===== config.mk =====
export PLATFORM = sky130hd
export DESIGN_NAME = deca4_fetch_decode
export DESIGN_NICKNAME = d
export VERILOG_FILES = /design/src/rtl/deca4_pkg.sv /design/src/rtl/deca4_opdecode.sv /design/src/rtl/deca4_fetch_decode.sv
export SDC_FILE = /design/constraint.sdc
export NUM_CORES = 1
export LEC_CHECK = 0
export CAP_MARGIN = 20
export CORE_ASPECT_RATIO = 1.4
export CORE_UTILIZATION = 42
export CTS_BUF_LIST = sky130_fd_sc_hd__clkbuf_2
export CTS_CLUSTER_SIZE = 40
export DETAILED_ROUTE_END_ITERATION = 7
export GPL_ROUTABILITY_DRIVEN = 0
export PLACE_DENSITY = 0.78
export SLEW_MARGIN = 20
export SYNTH_ARGS = -nofsm -noshare
export SYNTH_HDL_FRONTEND = slang
export SYNTH_SLANG_ARGS = --single-unit

===== constraint.sdc =====
create_clock -name clk_i -period 1.9 [get_ports clk_i]
set_clock_uncertainty 0.1 [all_clocks]
set_input_delay 0.19 -clock clk_i [delete_from_list [all_inputs] [get_ports clk_i]]
set_output_delay 0.19 -clock clk_i [all_outputs]
set_load 0.02 [all_outputs]

===== src/rtl/deca4_pkg.sv =====
// deca4_pkg: shared definitions for the deca4 instruction-side logic.
//   - opcode field width and notable opcode values
//   - two-cycle / illegal opcode predicates
//   - fetch state enumeration (IDLE / REQ / HOLD)
package deca4_pkg;

   localparam int unsigned OPCODE_W = 4;

   // Opcodes at or above this value need the second execute phase.
   localparam logic [OPCODE_W-1:0] OP_TWO_CYCLE_MIN = 4'h8;
   // Reserved opcode: illegal when DECA4_ILLEGAL_OP_EN is defined, two-cycle NOP otherwise.
   localparam logic [OPCODE_W-1:0] OP_ILLEGAL = 4'hF;

   typedef enum logic [1:0] {
      ST_IDLE = 2'd0,
      ST_REQ  = 2'd1,
      ST_HOLD = 2'd2
   } fetch_state_e;

   // High for opcodes 8..F (top opcode bit set).
   function automatic logic is_two_cycle(input logic [OPCODE_W-1:0] op);
      return op[OPCODE_W-1];
   endfunction

   function automatic logic is_illegal_op(input logic [OPCODE_W-1:0] op);
      return op == OP_ILLEGAL;
   endfunction

endpackage


===== src/rtl/deca4_opdecode.sv =====
// deca4_opdecode: combinational decode of the held instruction register.
// Configuration macro: DECA4_ILLEGAL_OP_EN (adds illegal_o, suppresses extra for opcode F).
// Ports:
//   ir_i       in   INSTR_W        instruction register contents
//   valid_i    in   1              IR holds a live instruction
//   opcode_o   out  4              ir_i[INSTR_W-1 -: 4]
//   operand_o  out  INSTR_W-4      remaining low bits of ir_i
//   extra_o    out  1              live instruction needs exec2
//   illegal_o  out  1              live instruction is opcode F (macro builds only)
module deca4_opdecode
   import deca4_pkg::*;
#(
   parameter int unsigned INSTR_W = 16
) (
   input  logic [INSTR_W-1:0]          ir_i,
   input  logic                        valid_i,
   output logic [OPCODE_W-1:0]         opcode_o,
   output logic [INSTR_W-OPCODE_W-1:0] operand_o,
`ifdef DECA4_ILLEGAL_OP_EN
   output logic                        illegal_o,
`endif
   output logic                        extra_o
);

   localparam int unsigned OPER_W = INSTR_W - OPCODE_W;

   // Field split
   assign opcode_o  = ir_i[INSTR_W-1 -: OPCODE_W];
   assign operand_o = ir_i[OPER_W-1:0];

`ifdef DECA4_ILLEGAL_OP_EN
   // Illegal words never request exec2.
   assign illegal_o = valid_i & is_illegal_op(opcode_o);
   assign extra_o   = valid_i & is_two_cycle(opcode_o) & ~is_illegal_op(opcode_o);
`else
   // Opcode F is simply another two-cycle (NOP) opcode here.
   assign extra_o   = valid_i & is_two_cycle(opcode_o);
`endif

endmodule


===== src/rtl/deca4_fetch_decode.sv =====
// deca4_fetch_decode: instruction fetch/decode companion of the deca4 control FSM.
// Owns the PC and IR, runs the imem req/ack handshake and feeds 'extra' back to the FSM.
// Configuration macro: DECA4_ILLEGAL_OP_EN (adds sticky illegal_o output).
// Ports:
//   clk_i          in   1              clock, rising edge
//   rst_i          in   1              synchronous active-high reset
//   fetch_i        in   1              FSM fetch strobe
//   exec1_i        in   1              FSM exec1 strobe
//   exec2_i        in   1              FSM exec2 strobe (no effect on PC/IR)
//   extra_o        out  1              held instruction needs exec2 (combinational)
//   imem_req_o     out  1              imem read request
//   imem_addr_o    out  PC_W           imem read address
//   imem_ack_i     in   1              imem read data valid
//   imem_rdata_i   in   INSTR_W        imem read data
//   stall_o        out  1              fetch outstanding (combinational from state)
//   br_take_i      in   1              branch taken (honoured with exec1 in HOLD)
//   br_target_i    in   PC_W           branch destination
//   opcode_o       out  4              opcode of held instruction
//   operand_o      out  INSTR_W-4      operand of held instruction
//   instr_valid_o  out  1              IR holds a live instruction
//   pc_o           out  PC_W           program counter
//   illegal_o      out  1              sticky opcode-F flag (macro builds only)
module deca4_fetch_decode
   import deca4_pkg::*;
#(
   parameter int unsigned PC_W    = 8,
   parameter int unsigned INSTR_W = 16
) (
   input  logic                        clk_i,
   input  logic                        rst_i,
   input  logic                        fetch_i,
   input  logic                        exec1_i,
   input  logic                        exec2_i,
   output logic                        extra_o,
   output logic                        imem_req_o,
   output logic [PC_W-1:0]             imem_addr_o,
   input  logic                        imem_ack_i,
   input  logic [INSTR_W-1:0]          imem_rdata_i,
   output logic                        stall_o,
   input  logic                        br_take_i,
   input  logic [PC_W-1:0]             br_target_i,
   output logic [OPCODE_W-1:0]         opcode_o,
   output logic [INSTR_W-OPCODE_W-1:0] operand_o,
   output logic                        instr_valid_o,
`ifdef DECA4_ILLEGAL_OP_EN
   output logic                        illegal_o,
`endif
   output logic [PC_W-1:0]             pc_o
);

   fetch_state_e         state_q, state_d;
   logic [PC_W-1:0]      pc_q, pc_d;
   logic [INSTR_W-1:0]   ir_q, ir_d;
   logic                 req_q, req_d;
   logic [PC_W-1:0]      addr_q, addr_d;
   logic                 valid_q, valid_d;

   // exec2 only sequences the datapath; nothing here reacts to it.
   logic unused_exec2;
   assign unused_exec2 = exec2_i;

   // State and datapath registers
   always_ff @(posedge clk_i) begin
      if (rst_i) begin
         state_q <= ST_IDLE;
         pc_q    <= '0;
         ir_q    <= '0;
         req_q   <= 1'b0;
         addr_q  <= '0;
         valid_q <= 1'b0;
      end else begin
         state_q <= state_d;
         pc_q    <= pc_d;
         ir_q    <= ir_d;
         req_q   <= req_d;
         addr_q  <= addr_d;
         valid_q <= valid_d;
      end
   end

   // Next-state: fetch wins over a same-cycle branch; acks outside REQ are dropped.
   always_comb begin
      state_d = state_q;
      pc_d    = pc_q;
      ir_d    = ir_q;
      req_d   = req_q;
      addr_d  = addr_q;
      valid_d = valid_q;
      unique case (state_q)
         ST_IDLE, ST_HOLD: begin
            if (fetch_i) begin
               state_d = ST_REQ;
               req_d   = 1'b1;
               addr_d  = pc_q;
               valid_d = 1'b0;
            end else if ((state_q == ST_HOLD) && exec1_i && br_take_i) begin
               pc_d = br_target_i;
            end
         end
         ST_REQ: begin
            if (imem_ack_i) begin
               state_d = ST_HOLD;
               ir_d    = imem_rdata_i;
               pc_d    = pc_q + PC_W'(1);
               req_d   = 1'b0;
               valid_d = 1'b1;
            end
         end
         default: begin
            state_d = ST_IDLE;
         end
      endcase
   end

   assign stall_o       = (state_q == ST_REQ);
   assign imem_req_o    = req_q;
   assign imem_addr_o   = addr_q;
   assign instr_valid_o = valid_q;
   assign pc_o          = pc_q;

`ifdef DECA4_ILLEGAL_OP_EN
   logic illegal_c;
   logic ill_q, ill_d;

   deca4_opdecode #(.INSTR_W(INSTR_W)) u_opdecode (
      .ir_i      (ir_q),
      .valid_i   (valid_q),
      .opcode_o  (opcode_o),
      .operand_o (operand_o),
      .illegal_o (illegal_c),
      .extra_o   (extra_o)
   );

   // Sticky flag: the live decode covers the cycle the word appears, ill_q holds it after.
   always_ff @(posedge clk_i) begin
      if (rst_i) ill_q <= 1'b0;
      else       ill_q <= ill_d;
   end

   always_comb begin
      ill_d = ill_q | illegal_c;
   end

   assign illegal_o = ill_q | illegal_c;
`else
   deca4_opdecode #(.INSTR_W(INSTR_W)) u_opdecode (
      .ir_i      (ir_q),
      .valid_i   (valid_q),
      .opcode_o  (opcode_o),
      .operand_o (operand_o),
      .extra_o   (extra_o)
   );
`endif

endmodule

Word level (Yosys, flattened, before mapping)
Index checks and enable logic that the tools add are counted.

Div/mod/pow operators: 0. Shift-type cells: 0. Order comparisons: 0. Add/subtract/negate cells: 1. $mul: 0. Multiplexer cells: 13. Equality and inequality tests: 6. Reduce and logical (&&, ||, !) cells: 10. Bitwise operators: 1.

Operators by type and width (count): $mux W8 (3); $pmux W8 S2 (1); $add A8 B1 Y8 const B (1); $ne A2 B2 Y1 const B (4); $reduce_and A2 Y1 (3); $mux W1 (4); $mux W2 (2); $pmux W1 S2 (2); $pmux W2 S2 (1); $reduce_and A4 Y1 (1); $reduce_and A3 Y1 (1); $eq A2 B1 Y1 const B (1); $eq A2 B2 Y1 const B (1); $logic_and A1 B1 Y1 (2); $logic_not A2 Y1 (1); $reduce_bool A2 Y1 (1); $reduce_or A2 Y1 (1); $and A1 B1 Y1 (1).

Bits in writable memories: 0. Bits in latches: 0. Word-level logic and storage cells: 37. Bits in registers: 36. Input bits: 31. Output and inout port bits: 36. Memories: 0. Memory bits (read-only): 0.

Logic depth before layout (Yosys ltp)
Word-level depth: 6. Mapped depth: 6.

Hierarchy
Synthesis repeated with hierarchy kept, for this count alone.

Cell total of the unflattened synthesis: 205. Area, all modules: 1650.3 µm².

By module, submodules not included: deca4_fetch_decode (instances 1, sequential area each 720.7 µm², cells an instance 188, area an instance 1524.0 µm²); deca4_opdecode (instances 1, sequential area each 0.0 µm², cells an instance 17, area an instance 126.4 µm²).

Worst setup path after synthesis
OpenSTA, ideal clock, no wires.

Path kind: reg-to-reg. From: register pc_q[2], in the netlist pc_o[2]. To: register pc_q[7], in the netlist pc_o[7]. Slack: 0.291 ns. Cell stages (with the launch flop): 5. Arrival time: 1.421 ns. Buffers on the path: 0. Clock period less this slack: 1.609 ns. Library setup time: 0.089 ns. Cell sequence: dfxtp_1 > nand3_2 > or3_1 > o31a_1 > o32ai_2.

Word-level cells in the longest chain between the ends: 3.

Ends and longest elaborated chain: start: declaration (line deca4_fetch_decode.sv:52) `logic [PC_W-1:0] pc_q, pc_d;`; start signal: assignment (line deca4_fetch_decode.sv:73) `pc_q <= pc_d;`; $add A8 B1 Y8 (line deca4_fetch_decode.sv:104) `pc_d = pc_q + PC_W'(1);`; $mux W8 (line deca4_fetch_decode.sv:101) `if (imem_ack_i) begin`; $pmux W8 S2 (line deca4_fetch_decode.sv:89) `unique case (state_q)`.

No other way between the ends. The select of a mux whose other input is x is not followed. A chain may end at the register's enable or synchronous reset.

Final worst setup path
From: register pc_q[0], in the netlist pc_o[0]. To: output port pc_o[0].

RTL lines: end: declaration (line deca4_fetch_decode.sv:48) `output logic [PC_W-1:0] pc_o`.

No word-level cell between the ends.

==> results.md <==
* Post-synth ARST share at 0%
* CP peak stage delay at 0.65 ns
* Die Ht at 71.9 microns
* Max Clock Freq at 0.549 GHz
* Buffers on Ports at 65
* DR iter-0 viols at 39
* Layout Area Growth over Synthesis at 54.4%
* Dominant cells by area after synthesis: dfxtp_1, nand2_1, a21oi_1
* Synthesized Nets at 220
* CP Max Fanout at 7
* Largest net degree at the start of global routing at 38
* Die X at 51.9 microns
* M1 wire length at 1600 microns
* Worst hold path type: input pin to flop
* Max VDD drop at 0.489 mV
* Routed via count at 1509
* Clock latency at the later pin of the worst-skew pair at 0.41 ns
* PwrDens at 691 nW/um^2
* Avg Cell Area, Syn at 7.80 sq um
* WL met3 at 177 microns
* Max-slew headroom at 52.6%
* DRC viols at 0
* Post-placement setup slack at -0.0468 ns
* Yosys synthesis warning count at 0
* Vias in the first global route at 1296
* RSZ-0062 raised after global routing: false
* CTS tree: done
* Hpwl dp at 2560 microns
* Min Tclk post-route at 1.82 ns
* Post-route insts no fill at 298
* Crit path DAT at 1.53 ns
* Initial antenna violation count at 0
* Post-synth design cell area at 1470 sq um
* Worst-Margin Slew at 0.708 ns
* Routed WL at 3700 microns
* Unique masters post-synth at 31
* WL/cell at 12.4 microns
* # clock sinks at 36
* Status: completed
* Sequential-to-total area share from yosys stat at 49.1%
* Post-synth top area cell: dfxtp_1
* Global route total overflow at 0
* CTS Buffer Depth at 2
* CTS buffer count at 5
* Pre-antenna DRT Iters at 4
* Synth top area share at 49.1%
* Share of post-route cells with drive strength above 1 at 8.53%
* Crit path cell chain: clkdlybuf4s50_1
* Max Cap Violations at 0
* Fin. Hold Viols at 0
* CP top delay family: buffers and inverters
* Crit Path Class: flop to output pin
* DP Cell Count at 290
* Ant. Diodes at 0
* Io pins at 67
* Number of synthesized register bits at 36
* Initial Util at 43.8%
* H-Tree Depth at 2
* First-pass GRT wire length at 5910 microns
* WP data required at 1.61 ns
* Period utilization at 95.9%
* CP max stage cell: clkdlybuf4s50_1
* Leakage power at 0.826 nW
* Final setup viols at 0
* Worst-path clk slew at 0.20 ns
* Worst Path Buf+Inv at 1
* Critical path endpoint category: output pin
* Post-synth EDFFs at 0
* DR vias/cell at 5.06
* Die ar. at 3740 sq um
* Core box area at 3350 sq um
* Top sig layer: met4
* Met2 wire len at 1830 microns
* Core Rows at 25
* Final worst slack at 0.0781 ns
* Most used DFF post-synth: dfxtp_1
* Pins Over Slew Limit at 0
* Post-Synthesis Cells at 188
* Total track usage at 21.5%
* CTS root buf: clkbuf_2
* Hold-fix buffers at CTS at 0
* Final nets at 289
* Routed Antenna Nets at 0
* Worst Setup Start Kind: flop
==> metal layers <==
metal | vias up | global-route usage (%)
met3 | 8 | 6.29
met5 | - | 0
met2 | 47 | 35.9
met1 | 685 | 24.2
met4 | 0 | 10.8
li1 | 769 | -
==> final timing paths <==
kind,start,end,slack [ns],cells past startpoint
setup / recovery,pc_o[0],pc_o[0],0.08,1
hold / removal,imem_rdata_i[7],ir_q[7],0.19,3
setup reg to reg,state_q[1],pc_o[6],0.26,4
hold reg to reg,ir_q[0],ir_q[0],0.36,2
==> what timing repair did <==
action,4_1_cts,5_1_grt
buffers inserted,0,0
resized for setup,1,2
setup endpoints to repair,1,2
==> synthesized netlist by cell type, drive strengths merged, types with 2 or more instances <==
library cell,instances
dfxtp,36
buf,8
a21oi,34
nand2,56
nand3,3
a31oi,2
nor3,2
nand2b,3
clkbuf,3
o21ai,7
and2,4
nor2,12
nor3b,2
==> area by class of cell <==
type | instances | area, sq um
Sequential cell | 36 | 722
Tap cell | 40 | 50.0
Multi-Input combinational cell | 140 | 696
Clock buffer | 5 | 25.0
Inverter | 1 | 3.75
Timing Repair Buffer | 73 | 724
Clock inverter | 3 | 42.5
Fill cell | 294 | 1080
==> metrics by stage <==
| step | cell area, sq um | setup TNS, ns | util [%] | hold WS, ns | power (mW) |
|---|---|---|---|---|---|
| after global routing | 2260 | 0 | 67.6 | 0.186 | 1.63 |
| final | 2260 | 0 | 67.6 | 0.192 | 1.56 |
| after global placement | 2190 | 0 | 65.5 | 0.341 | 1.09 |
| after detailed placement | 2190 | -0.143 | 65.5 | 0.346 | 1.09 |
| after floorplan | 1470 | 0 | - | 0.226 | 0.946 |
| after CTS | 2260 | 0 | 67.5 | 0.181 | 1.58 |
==> power by group <==
part | switching, mW | total [mW] | internal, mW
logic | 0.132 | 0.273 | 0.140
registers | 0.0196 | 0.804 | 0.784
clock network | 0.269 | 0.489 | 0.220
total | 0.421 | 1.56 | 1.14
==> registers in the layout (all words and copies together), names as in the netlist <==
signal and count:
imem_addr_o 8, imem_req_o 1, instr_valid_o 1, ir_q 16
pc_o 8, state_q 2
==> cells by family (layout without fill, tap and decap cells) <==
| group | after synthesis | in the layout | share of synthesized area (%) |
|---|---|---|---|
| AND/OR/NAND/NOR | 89 | 89 | 27.1 |
| adder cells (fa/ha/maj) | 1 | 1 | 0.853 |
| buffers and inverters | 12 | 82 | 3.41 |
| multiplexers | 1 | 1 | 0.683 |
| AO/OA/AOI/OAI | 49 | 49 | 18.8 |
| flip-flops | 36 | 36 | 49.1 |
==> cells in the final DEF (no fill, tap or decap), types with 3 or more instances in the layout <==
cell | netlist | routed
clkdlybuf4s50_1 | 0 | 63
clkbuf_2 | 0 | 5
buf_4 | 0 | 7
nand2b_1 | 3 | 3
nor2_1 | 12 | 12
and2_1 | 4 | 4
o21ai_0 | 7 | 7
a21oi_1 | 34 | 34
dfxtp_1 | 36 | 35
nand2_1 | 56 | 56
Note: power is estimated with default switching activity, not from simulation.
